===== config.mk =====
export PLATFORM = sky130hd
export DESIGN_NAME = gate_vector_sequencer
export DESIGN_NICKNAME = d
export VERILOG_FILES = /design/src/rtl/gate_seq_pkg.sv /design/src/rtl/gate_ref_model.sv /design/src/rtl/gate_vector_sequencer.sv
export SDC_FILE = /design/constraint.sdc
export NUM_CORES = 1
export LEC_CHECK = 0
export ABC_AREA = 0
export BUFFER_PORTS_ARGS = -buffer_cell sky130_fd_sc_hd__buf_2
export CORE_AREA = 2 2 39 41
export DETAILED_ROUTE_END_ITERATION = 16
export DIE_AREA = 0 0 41 43
export PLACE_DENSITY_LB_ADDON = 0.15
export SYNTH_ARGS = -nofsm -noshare
export SYNTH_HDL_FRONTEND = slang
export SYNTH_HIERARCHICAL = 1
export SYNTH_SLANG_ARGS = --single-unit

===== constraint.sdc =====
create_clock -name clk -period 3.68 [get_ports clk]
set_input_delay 0.184 -clock clk [delete_from_list [all_inputs] [get_ports clk]]
set_output_delay 0.184 -clock clk [all_outputs]
set_load 0.05 [all_outputs]

===== src/rtl/gate_seq_pkg.sv =====
// Shared definitions for the gate vector sequencer: reference op codes and FSM states.
// Optional feature macro used by the sequencer: GATE_SEQ_STOP_ON_FAIL_EN.
package gate_seq_pkg;

    localparam logic [1:0] OP_AND  = 2'd0;
    localparam logic [1:0] OP_OR   = 2'd1;
    localparam logic [1:0] OP_XOR  = 2'd2;
    localparam logic [1:0] OP_NAND = 2'd3;

    typedef enum logic [1:0] {
        ST_IDLE  = 2'd0,
        ST_DRIVE = 2'd1,
        ST_DONE  = 2'd2
    } state_t;

endpackage


===== src/rtl/gate_ref_model.sv =====
// Combinational reference for the gate under test: reduces all vec bits by the selected op.
module gate_ref_model
    import gate_seq_pkg::*;
#(
    parameter int unsigned N_IN = 2
) (
    input  logic [N_IN-1:0] vec,
    input  logic [1:0]      op,
    output logic            expected
);

    always_comb begin
        expected = 1'b0;
        case (op)
            OP_AND:  expected = &vec;
            OP_OR:   expected = |vec;
            OP_XOR:  expected = ^vec;
            OP_NAND: expected = ~&vec;
            default: expected = 1'b0;
        endcase
    end

endmodule


===== src/rtl/gate_vector_sequencer.sv =====
// Sweeps all 2**N_IN input vectors through a gate, HOLD cycles each, and scores its output.
// Define GATE_SEQ_STOP_ON_FAIL_EN to end the sweep on the first mismatch.
module gate_vector_sequencer
    import gate_seq_pkg::*;
#(
    parameter int unsigned N_IN = 2,
    parameter int unsigned HOLD = 2
) (
    input  logic            clk,
    input  logic            rst,
    input  logic            start,
    input  logic [1:0]      op_sel,
    output logic [N_IN-1:0] stim,
    output logic            stim_valid,
    input  logic            dut_out,
    output logic            busy,
    output logic            done,
    output logic            pass,
    output logic [N_IN:0]   err_count,
    output logic [N_IN-1:0] cur_idx
);

    localparam int unsigned    HW        = (HOLD > 1) ? $clog2(HOLD) : 1;
    localparam logic [HW-1:0]  HOLD_LAST = HW'(HOLD - 1);
    localparam logic [N_IN-1:0] IDX_LAST = '1;
    localparam logic [N_IN:0]  ERR_MAX   = {1'b1, {N_IN{1'b0}}};

    state_t          state_q, state_d;
    logic [1:0]      op_q, op_d;
    logic [N_IN-1:0] idx_q, idx_d;
    logic [HW-1:0]   hold_q, hold_d;
    logic [N_IN:0]   err_q, err_d;

    logic expected;
    logic mismatch;
    logic sample;
    logic accept;

    gate_ref_model #(
        .N_IN(N_IN)
    ) u_ref (
        .vec     (idx_q),
        .op      (op_q),
        .expected(expected)
    );

    always_ff @(posedge clk) begin
        if (rst) begin
            state_q <= ST_IDLE;
            op_q    <= OP_AND;
            idx_q   <= '0;
            hold_q  <= '0;
            err_q   <= '0;
        end else begin
            state_q <= state_d;
            op_q    <= op_d;
            idx_q   <= idx_d;
            hold_q  <= hold_d;
            err_q   <= err_d;
        end
    end

    // stim is the vector index itself, so the gate output is scored on the last hold cycle
    always_comb begin
        sample   = (state_q == ST_DRIVE) && (hold_q == HOLD_LAST);
        mismatch = (dut_out != expected);
        accept   = ((state_q == ST_IDLE) || (state_q == ST_DONE)) && start;
    end

    always_comb begin
        state_d = state_q;
        case (state_q)
            ST_IDLE, ST_DONE: begin
                if (start) state_d = ST_DRIVE;
            end
            ST_DRIVE: begin
                if (sample) begin
`ifdef GATE_SEQ_STOP_ON_FAIL_EN
                    if (mismatch || (idx_q == IDX_LAST)) state_d = ST_DONE;
`else
                    if (idx_q == IDX_LAST) state_d = ST_DONE;
`endif
                end
            end
            default: state_d = ST_IDLE;
        endcase
    end

    always_comb begin
        op_d   = op_q;
        idx_d  = idx_q;
        hold_d = hold_q;
        err_d  = err_q;
        if (accept) begin
            op_d   = op_sel;
            idx_d  = '0;
            hold_d = '0;
            err_d  = '0;
        end else if (state_q == ST_DRIVE) begin
            if (!sample) begin
                hold_d = hold_q + HW'(1);
            end else begin
                if (mismatch && (err_q != ERR_MAX)) err_d = err_q + (N_IN+1)'(1);
`ifdef GATE_SEQ_STOP_ON_FAIL_EN
                if (!mismatch && (idx_q != IDX_LAST)) begin
`else
                if (idx_q != IDX_LAST) begin
`endif
                    idx_d  = idx_q + N_IN'(1);
                    hold_d = '0;
                end
            end
        end
    end

    always_comb begin
        stim       = idx_q;
        cur_idx    = idx_q;
        busy       = (state_q == ST_DRIVE);
        stim_valid = (state_q == ST_DRIVE);
        done       = (state_q == ST_DONE);
        pass       = (state_q == ST_DONE) && (err_q == '0);
        err_count  = err_q;
    end

endmodule


-- After elaboration in Yosys (flattened, before gate mapping)
Index checks and enable logic that the tools add are counted.
- register bits after elaboration: 10
- input bits: 6
- output and inout bits: 11
- logic and storage cells: 46
- add/sub/neg operators: 3
- equal/unequal tests: 13
- multiplexer cells: 7
- reduce and logical (&&, ||, !) cells: 18
- operator list (operator ; number):
    $reduce_and A3 Y1 ; 3
    $eq A2 B2 Y1 const B ; 4
    $mux W2 ; 3
    $ne A2 B1 Y1 const B ; 3
    $reduce_or A2 Y1 ; 3
    $eq A2 B1 Y1 const B ; 2
    $logic_and A1 B1 Y1 ; 4
    $logic_not A2 Y1 ; 2
    $ne A2 B2 Y1 const B ; 2
    $pmux W1 S4 ; 1
    $pmux W2 S2 ; 1
    $reduce_and A2 Y1 ; 2
    $add A3 B1 Y3 const B ; 1
    $logic_not A3 Y1 ; 1
    $ne A3 B3 Y1 const B ; 1
    $add A2 B1 Y2 const B ; 1
    $mux W1 ; 2
    $reduce_xor A2 Y1 ; 1
    $add A1 B1 Y1 const B ; 1
    $logic_not A1 Y1 ; 1
    $logic_or A1 B1 Y1 ; 1
    $ne A1 B1 Y1 ; 1

-- Logic depth before layout (Yosys ltp)
Gate-level depths: netlist (run 1).
- word-level depth: 6
- mapped depth: 8
- mapped depth without buffers: 8

-- Modules after synthesis
Netlist (run 1), hierarchy kept.
- by module, submodules not included (module ; times used ; cells an instance ; area an instance (um2) ; sequential area each (um2)):
    gate_vector_sequencer ; 1 ; 58 ; 508.0 ; 200.2
    gate_ref_model ; 1 ; 10 ; 63.8 ; 0.0

-- Worst setup path after synthesis (run 1)
Ideal clock, no wire load.
- path kind: reg2reg
- start: register idx_q[0] (netlist: cur_idx[0])
- end: register err_q[0] (netlist: err_count[0])
- data arrival time: 2084 ps
- data required time: 3559 ps
- path slack: 1476 ps
- cell stages (with the launch flop): 9
- buffers on the path: 0
- period minus slack after synthesis: 2204 ps
- path through: dfxtp_1 inv_1 ha_1 nor2b_1 o21ai_1 o21ai_1 xnor2_1 a211oi_2 mux2_2
- cells in the longest elaborated chain, start to end: 6
- ends and longest elaborated chain (element ; line ; source):
    from (decl) ; gate_vector_sequencer.sv:30 ; logic [N_IN-1:0] idx_q, idx_d;
    from (signal assigned) ; gate_vector_sequencer.sv:57 ; idx_q <= idx_d;
    $reduce_and A2 Y1 ; gate_ref_model.sv:15, gate_ref_model.sv:18 ;
    $logic_not A1 Y1 ; gate_ref_model.sv:18 ; OP_NAND: expected = ~&vec;
    $pmux W1 S4 * ; gate_ref_model.sv:14 ; case (op)
    net expected ; gate_vector_sequencer.sv:34 ; logic expected;
    $ne A1 B1 Y1 * ; gate_vector_sequencer.sv:66 ; mismatch = (dut_out != expected);
    $logic_and A1 B1 Y1 * ; gate_vector_sequencer.sv:103 ; if (mismatch && (err_q != ERR_MAX)) err_d = err_q + (N_IN+1)'(1);
    $reduce_and A3 Y1 (no source line) * ; n/a ;
    to (signal assigned) ; gate_vector_sequencer.sv:59 ; err_q <= err_d;
    to (decl) ; gate_vector_sequencer.sv:32 ; logic [N_IN:0] err_q, err_d;
Mark *: on every way through the listed nets, which the timed path passes. The rest lies on a longest branch.
A chain may end at the register's enable or synchronous reset.

-- Worst setup path in the final report (run 1)
Same ends and word-level chain as after synthesis.

==> parameters.txt, run 1 <==
Parameter                              Value

Run status
  Result of the run ... finished clean

Die
  Core box area ... 1384 um2
  Die width ... 41 um
  Total die area ... 1763 um2
  Die outline height ... 43 um
  Starting density of the core ... 0.4132
  # rows ... 14
  I/O pin total ... 17

Setup path
  Data required, critical path ... 3.83 ns
  Worst Reg2Reg Path Length in Cells ... 8
  Worst path most repeated cell ... sky130_fd_sc_hd__o21ai_1
  Critical Path Source Type ... flop
  End of the worst register-to-register path ... err_count[0]
  Worst setup endpoint ... err_count[0]
  Slowest stage cell on the critical path ... sky130_fd_sc_hd__dfxtp_1
  Max incr delay on CP ... 0.43 ns
  Worst R2R Setup Slack ... 1.73 ns
  WP data arrival ... 2.10 ns
  Ordered list of cells on the worst path ... inv_1 > ha_1 > nor2b_1 > o21ai_1 > o21ai_1 > xnor2_1 > a211oi_2 > mux2_2
  Launching point of the worst reg2reg path ... cur_idx[0]
  Setup crit start ... cur_idx[0]
  Worst Path Max Fanout ... 6
  Kind of end point of the critical path ... flop
  Category of the critical setup timing path ... flop to flop

Detailed routing
  Count of unresolved DRC violations after routing ... 0
  Mean routed wirelength per cell ... 11.26 um
  Final antenna-violating net count ... 0
  Initial drt markers ... 3
  Number of search-and-repair iterations in the first detailed-routing pass ... 3
  Via Count ... 502
  Final Routed Wirelength ... 1137 um
  Average vias per placed instance ... 4.970

Global routing
  Largest net degree at the start of global routing ... 8
  Tot GR Track Use ... 0.1462
  Gr ovfl total ... 0
  Number of global-route vias before repair ... 439
  Global-route wire length before repair ... about 1700 um
  Initial antenna violation count ... 0

CTS
  Post-CTS setup repair buffer count ... 0
  Cts-stage hold buffer count ... 0
  Root cell of the clock tree ... sky130_fd_sc_hd__clkbuf_4
  Insertion delay of the later-clocked pin in the worst-skew pair ... roughly 0.26 ns
  Clock slew at the register clock pins of the worst setup and hold paths ... roughly 0.070 ns
  Worst-case clock buffer depth ... 2
  # clock sinks ... 10
  TritonCTS buffer count ... 3
  Number of gates resized after cts ... 0
  CTS tree ... done
  Total number of H-tree levels ... 1

Power
  Power, Total ... approximately 0.25 mW
  Largest vdd supply drop ... roughly 190 uV
  Sequential share of power ... 0.466
  Proportion of power drawn by the clock network ... 0.404
  Combinational share of power ... 0.130
  Internal power consumption ... 0.1820 mW
  Lkg Pwr ... 0.3190 nW
  Switching power summed over all nets ... 0.06446 mW
  Power per unit of standard cell area ... approximately 360 nW/um2
  Sw Share ... 0.2616

Timing
  Unrepaired setup endpoints after global routing ... no
  Shortest period the worst path allows ... 1.950 ns
  Final WS setup ... ~1.7 ns
  Headroom to the max-slew limit ... 0.8072
  Pin slew with the least headroom to its limit ... around 0.29 ns
  Fmax ... 512.9 MHz
  Final slew viol count ... 0
  Sum Neg Setup Slack ... 0 ns
  Final setup skew ... around 0.0016 ns
  Final number of hold-violating endpoints ... 0
  Setup Viol. Count Final ... 0
  Part of the cycle the worst path needs ... 0.5298

Yosys
  Netlist area before placement ... between 500 and 600 um2
  Unique cell type count in the Yosys netlist ... 24
  Most frequent cell after synthesis ... sky130_fd_sc_hd__dfxtp_1
  Number of warnings issued by yosys ... 6
  Synth Area in Adders ... 0.1094
  Biggest area contributors in the synthesized netlist ... sky130_fd_sc_hd__dfxtp_1, sky130_fd_sc_hd__ha_1, sky130_fd_sc_hd__nand2_1
  Top_reg_cell synth ... sky130_fd_sc_hd__dfxtp_1
  Synthesized area divided by synthesized cell count ... 8.409 um2
  Leading area contributor after synthesis ... sky130_fd_sc_hd__dfxtp_1
  Number of synthesized register bits ... 10
  Portion of netlist area occupied by mux cells ... 0.03720
  Combinational family with the most area after synthesis ... simple AND/OR/NAND/NOR gates
  Synthesized netlist net count ... 79
  Post-synthesis share of cell area spent on and, or, nand and nor gates ... 0.2560
  Post-synthesis compound-gate area fraction ... 0.1313
  Share of Yosys cell area claimed by the top area cell type ... 0.3501
  Top cells by instance count after synthesis ... sky130_fd_sc_hd__dfxtp_1, sky130_fd_sc_hd__nand2_1, sky130_fd_sc_hd__inv_1
  Xor and xnor fraction of the mapped netlist area ... 0.03063
  Proportion of synthesized flip-flops having asynchronous set or reset ... 0
  Syn Inst Count ... 68
  Sequential element share of the synthesized area ... 0.3501
  Number of enable-type register cells in the synthesized netlist ... 0

Cells and area
  Net count of the finished layout ... 97
  Ant diodes ... 0
  Layout-stage area growth over the synthesis result ... 19.91%
  Final Util ... 0.4955
  Fraction of final layout cells sized beyond drive strength 1 ... 0.2706
  Count of non-filler cells in the finished layout ... 101

Place
  Worst slack after detailed placement ... 1.744 ns
  Total of buffers placed on input and output ports ... 16
  Final weighted congestion in routability-driven placement ... 0.7105
  HPWL reported at the end of detailed placement ... 799.9 um
  Placed cells ... 97

Min path
  Number of instances on the worst hold path ... 3
  Class of the worst hold path ... input port to flop

Flow run
  Max-capacitance violation count ... 0
layout by cell type, fill, tap and decap left out, types with 2 or more instances in the layout:
cell type,Yosys,routed
sky130_fd_sc_hd__nand3_1,2,2
sky130_fd_sc_hd__xnor2_1,2,2
sky130_fd_sc_hd__o21ai_1,2,2
sky130_fd_sc_hd__o21ai_0,2,2
sky130_fd_sc_hd__nor2_1,4,4
sky130_fd_sc_hd__clkbuf_4,0,3
sky130_fd_sc_hd__nand2_1,8,8
sky130_fd_sc_hd__inv_1,7,7
sky130_fd_sc_hd__ha_1,5,5
sky130_fd_sc_hd__dfxtp_1,10,10
sky130_fd_sc_hd__and2b_1,2,2
sky130_fd_sc_hd__nor2b_1,3,3
sky130_fd_sc_hd__buf_2,0,16
sky130_fd_sc_hd__a21oi_1,5,5
sky130_fd_sc_hd__nor3_1,3,3
worst max-delay path, delay by kind of cell (launching register included):
kind / cells / cell delay (ns)
buf+inv: 1 / 0.07
compound gates: 3 / 0.40
xor+xnor: 1 / 0.17
simple gates: 1 / 0.13
mux: 1 / 0.36
flops: 1 / 0.43
fa+ha+maj: 1 / 0.28
worst min-delay path by stage:
stage	start	to
after floorplan	rst	op_q[0]
after global placement	op_sel[1]	op_q[1]
after detailed placement	op_sel[1]	op_q[1]
after CTS	op_sel[1]	op_q[1]
after global routing	op_sel[0]	op_q[0]
final	op_sel[1]	op_q[1]
cell type report:
class	count	area (um2)
inverters	7	26.28
multi-input cells	48	322.8
fillers	144	698.2
repair buffers	16	80.08
well taps	16	20.02
clock buffers	4	36.28
flip-flops and latches	10	200.2
state kept, by name, summed over array words and instances, names as in the netlist:
| name | flops |
|---|---|
| state_q | 2 |
| err_count | 3 |
| op_q | 2 |
| cur_idx | 2 |
| hold_q | 1 |
stage by stage:
stage,hold WS [ns],instance area (um2)
6_report,0.1561,685.7
5_1_grt,0.1541,685.7
4_1_cts,0.1569,685.7
3_5_place_dp,0.4365,649.4
3_3_place_gp,0.4303,649.4
2_1_floorplan,0.2531,571.8
logic make-up after synthesis:
kind of cell             count (synthesis)
AO/OA/AOI/OAI                           12
XOR/XNOR                                 2
adder cells (fa/ha/maj)                  5
buffers and inverters                   10
flip-flops                              10
multiplexers                             2
AND/OR/NAND/NOR                         27
power groups by stage:
stage | clock, mW | combinational, mW | sequential [mW]
4_1_cts | 0.100 | 0.0320 | 0.115
5_1_grt | 0.105 | 0.0351 | 0.116
2_1_floorplan | 0 | 0.0236 | 0.118
3_3_place_gp | 0 | 0.0316 | 0.118
6_report | 0.0996 | 0.0319 | 0.115
3_5_place_dp | 0 | 0.0315 | 0.117
layer usage:
metal | wire [um] | track usage | vias up
met3 | 43 | 0.01571 | 2
li1 | - | - | 265
met4 | 9 | 0.08000 | 0
met1 | 541 | 0.1792 | 224
met5 | 0 | 0 | -
met2 | 542 | 0.2344 | 11
Note: power is estimated with default switching activity, not from simulation.
==> run 2: changes to the inputs <==
--- a/config.mk
+++ b/config.mk
@@ -7,9 +7,9 @@
 export LEC_CHECK = 0
 export ABC_AREA = 0
 export BUFFER_PORTS_ARGS = -buffer_cell sky130_fd_sc_hd__buf_2
-export CORE_AREA = 2 2 39 41
+export CORE_MARGIN = 2
+export CORE_UTILIZATION = 43
 export DETAILED_ROUTE_END_ITERATION = 16
-export DIE_AREA = 0 0 41 43
 export PLACE_DENSITY_LB_ADDON = 0.15
 export SYNTH_ARGS = -nofsm -noshare
 export SYNTH_HDL_FRONTEND = slang
==> constraint.sdc (replaced) <==
create_clock -name clk -period 1.7 [get_ports clk]
set_input_delay 0.085 -clock clk [delete_from_list [all_inputs] [get_ports clk]]
set_output_delay 0.085 -clock clk [all_outputs]
set_load 0.05 [all_outputs]
==> parameters.txt, run 2 (synthesized netlist as in run 1, its figures left out) <==
Parameter                              Value

Run status
  Result of the run ... finished with violations
  Failing checks ... setup timing

Setup path
  Kind of end point of the critical path ... flop
  Category of the critical setup timing path ... flop to flop
  WP data arrival ... 1.92 ns (-0.18 ns)
  Worst setup endpoint ... err_count[0]
  Worst Reg2Reg Path Length in Cells ... 8 (unchanged)
  Worst R2R Setup Slack ... -0.05 ns (-1.78 ns)
  End of the worst register-to-register path ... err_count[0]
  Setup crit start ... cur_idx[0]
  Data required, critical path ... 1.87 ns (-1.96 ns)
  Critical Path Source Type ... flop
  Launching point of the worst reg2reg path ... cur_idx[0]
  Worst Path Max Fanout ... 3 (-3)

Timing
  Shortest period the worst path allows ... 1.751 ns (-0.1988 ns)
  Part of the cycle the worst path needs ... 1.030 (+0.5001)
  Final setup skew ... 0.01245 ns (+0.01081 ns)
  Headroom to the max-slew limit ... 0.7509 (-0.05637)
  Final slew viol count ... 0 (unchanged)
  Final number of hold-violating endpoints ... 0 (unchanged)
  Fmax ... 571.1 MHz (+11%)
  Unrepaired setup endpoints after global routing ... yes
  Pin slew with the least headroom to its limit ... 0.3689 ns (+0.08346 ns)
  Final WS setup ... -0.05092 ns (-1.781 ns)
  Setup Viol. Count Final ... 3 (+3)

Cells and area
  Layout-stage area growth over the synthesis result ... 35.89%
  Design Area, Final ... 777.0 um2 (+13%)
  Ant diodes ... 0 (unchanged)
  Flip-flop count of the largest register, all copies and words added ... 3 (unchanged)
  Fraction of final layout cells sized beyond drive strength 1 ... 0.4270 (+0.1564)
  # fillers ... 115 (-20%)
  Net count of the finished layout ... 101 (+4.1%)
  Commonest non-fill, non-tap cells in the layout ... sky130_fd_sc_hd__buf_2, sky130_fd_sc_hd__nand2_1, sky130_fd_sc_hd__dfxtp_1
  Most common cell after layout, fill and taps aside ... sky130_fd_sc_hd__buf_2

CTS
  Clock slew at the register clock pins of the worst setup and hold paths ... 0.08 ns (about the same)
  Cts-stage hold buffer count ... 0 (unchanged)
  CTS tree ... done
  # clock sinks ... 10 (unchanged)
  Insertion delay of the later-clocked pin in the worst-skew pair ... 0.27 ns (about the same)
  Worst-case clock buffer depth ... 2 (unchanged)
  TritonCTS buffer count ... 3 (unchanged)
  Root cell of the clock tree ... sky130_fd_sc_hd__clkbuf_4
  Total number of H-tree levels ... 1 (unchanged)
  Post-CTS setup repair buffer count ... 0 (unchanged)

Detailed routing
  Mean routed wirelength per cell ... 11.93 um (+6.0%)
  Number of search-and-repair iterations in the first detailed-routing pass ... 4 (+1)
  Average vias per placed instance ... 5.260 (+5.8%)
  Final Routed Wirelength ... 1241 um (+9.1%)
  Final antenna-violating net count ... 0 (unchanged)
  Initial drt markers ... 2 (-1)
  Count of unresolved DRC violations after routing ... 0 (unchanged)
  Via Count ... 547 (+9.0%)

Place
  Total of buffers placed on input and output ports ... 16 (unchanged)
  Placed inst area ... 685.7 um2 (+5.6%)
  HPWL reported at the end of detailed placement ... 946.5 um (+18%)
  Worst slack after detailed placement ... -0.1169 ns (-1.861 ns)
  Final weighted congestion in routability-driven placement ... 0.7478 (+5.2%)

Power
  Largest vdd supply drop ... 431.0 uV (+130%)
  Lkg Pwr ... 0.3496 nW (+9.6%)
  Power, Total ... 0.5437 mW (+120%)
  Power per unit of standard cell area ... 699.8 nW/um2 (+95%)

Global routing
  Initial antenna violation count ... 0 (unchanged)
  Met3 layer usage reported by global route ... 0.05000 (+0.03429)
  Largest net degree at the start of global routing ... 8 (unchanged)
  Global-route wire length before repair ... 1932 um (+11%)
  Tot GR Track Use ... 0.1872 (+0.04105)
  Number of global-route vias before repair ... 472 (+7.5%)
  Layer carrying the most global-route usage ... met2
  Gr ovfl total ... 0 (unchanged)
  GR Layer Usage met2 ... 0.3135 (+0.07912)
  Met1 routing resource usage after global routing ... 0.2033 (+0.02418)

Die
  Core box area ... 1269 um2 (-8.3%)
  Starting density of the core ... 0.4507 (+0.03749)
  I/O pin total ... 17 (unchanged)
  Die outline height ... 40.47 um (-5.9%)
  # rows ... 13 (-1)
  Die width ... 40.47 um (-1.3%)
  Total die area ... 1637 um2 (-7.1%)

Min path
  Class of the worst hold path ... input port to flop

Flow run
  Max-capacitance violation count ... 0 (unchanged)
[run 2: metrics by stage]
stage | setup TNS [ns] | hold slack (ns) | cells | utilization
global route | -0.2838 | 0.05356 | 104 | 0.6124
CTS | -0.2308 | 0.04010 | 104 | 0.5819
finish | -0.05943 | 0.04586 | 104 | 0.6124
detailed placement | -0.2013 | 0.3346 | 100 | 0.5404
floorplan | -0.2648 | 0.1541 | 68 | -
global placement | -0.04570 | 0.3276 | 100 | 0.5404
[run 2: how the worst min path moves through the flow]
stage | cells after the start | from | endpoint
floorplan | 1 | rst | op_q[0]
global placement | 3 | op_sel[1] | op_q[1]
detailed placement | 3 | op_sel[0] | op_q[0]
CTS | 3 | op_sel[0] | op_q[0]
global route | 3 | op_sel[1] | op_q[1]
finish | 3 | op_sel[1] | op_q[1]
[run 2: critical path, cell delays in order (launching register included)]
cell and delay, ns:
sky130_fd_sc_hd__dfxtp_4 0.35, sky130_fd_sc_hd__inv_2 0.04, sky130_fd_sc_hd__ha_4 0.22, sky130_fd_sc_hd__nor2b_4 0.12, sky130_fd_sc_hd__o21ai_2 0.13, sky130_fd_sc_hd__o21ai_2 0.09, sky130_fd_sc_hd__xnor2_2 0.16, sky130_fd_sc_hd__a211oi_2 0.23
sky130_fd_sc_hd__mux2_4 0.32
[run 2: cell type report]
cell class / instances / area (um2) / share of cell area
multi-input combinational: 48 / 377.9 / 0.4863
sequential: 10 / 207.7 / 0.2673
timing repair buffer: 20 / 110.1 / 0.1417
clock buffer: 4 / 36.28 / 0.04670
inverter: 7 / 26.28 / 0.03382
tap: 15 / 18.77 / 0.02415
[run 2: report_power, final]
part | leakage (nW) | total [mW] | switching (mW) | internal [mW]
clock network | 0.0210 | 0.219 | 0.0888 | 0.130
registers | 0.0829 | 0.247 | 0.00863 | 0.238
logic | 0.246 | 0.0778 | 0.0504 | 0.0274
total | 0.350 | 0.544 | 0.148 | 0.396
[run 2: routing by layer]
| layer | up-vias | wire length, um |
|---|---|---|
| met3 | 2 | 48 |
| met5 | - | 0 |
| met4 | 0 | 16 |
| li1 | 276 | - |
| met2 | 12 | 613 |
| met1 | 257 | 562 |
[run 2: timing repair]
item	in CTS	in global routing
gates resized for setup	4	7
pin swaps	3	3
setup endpoints to repair	3	3
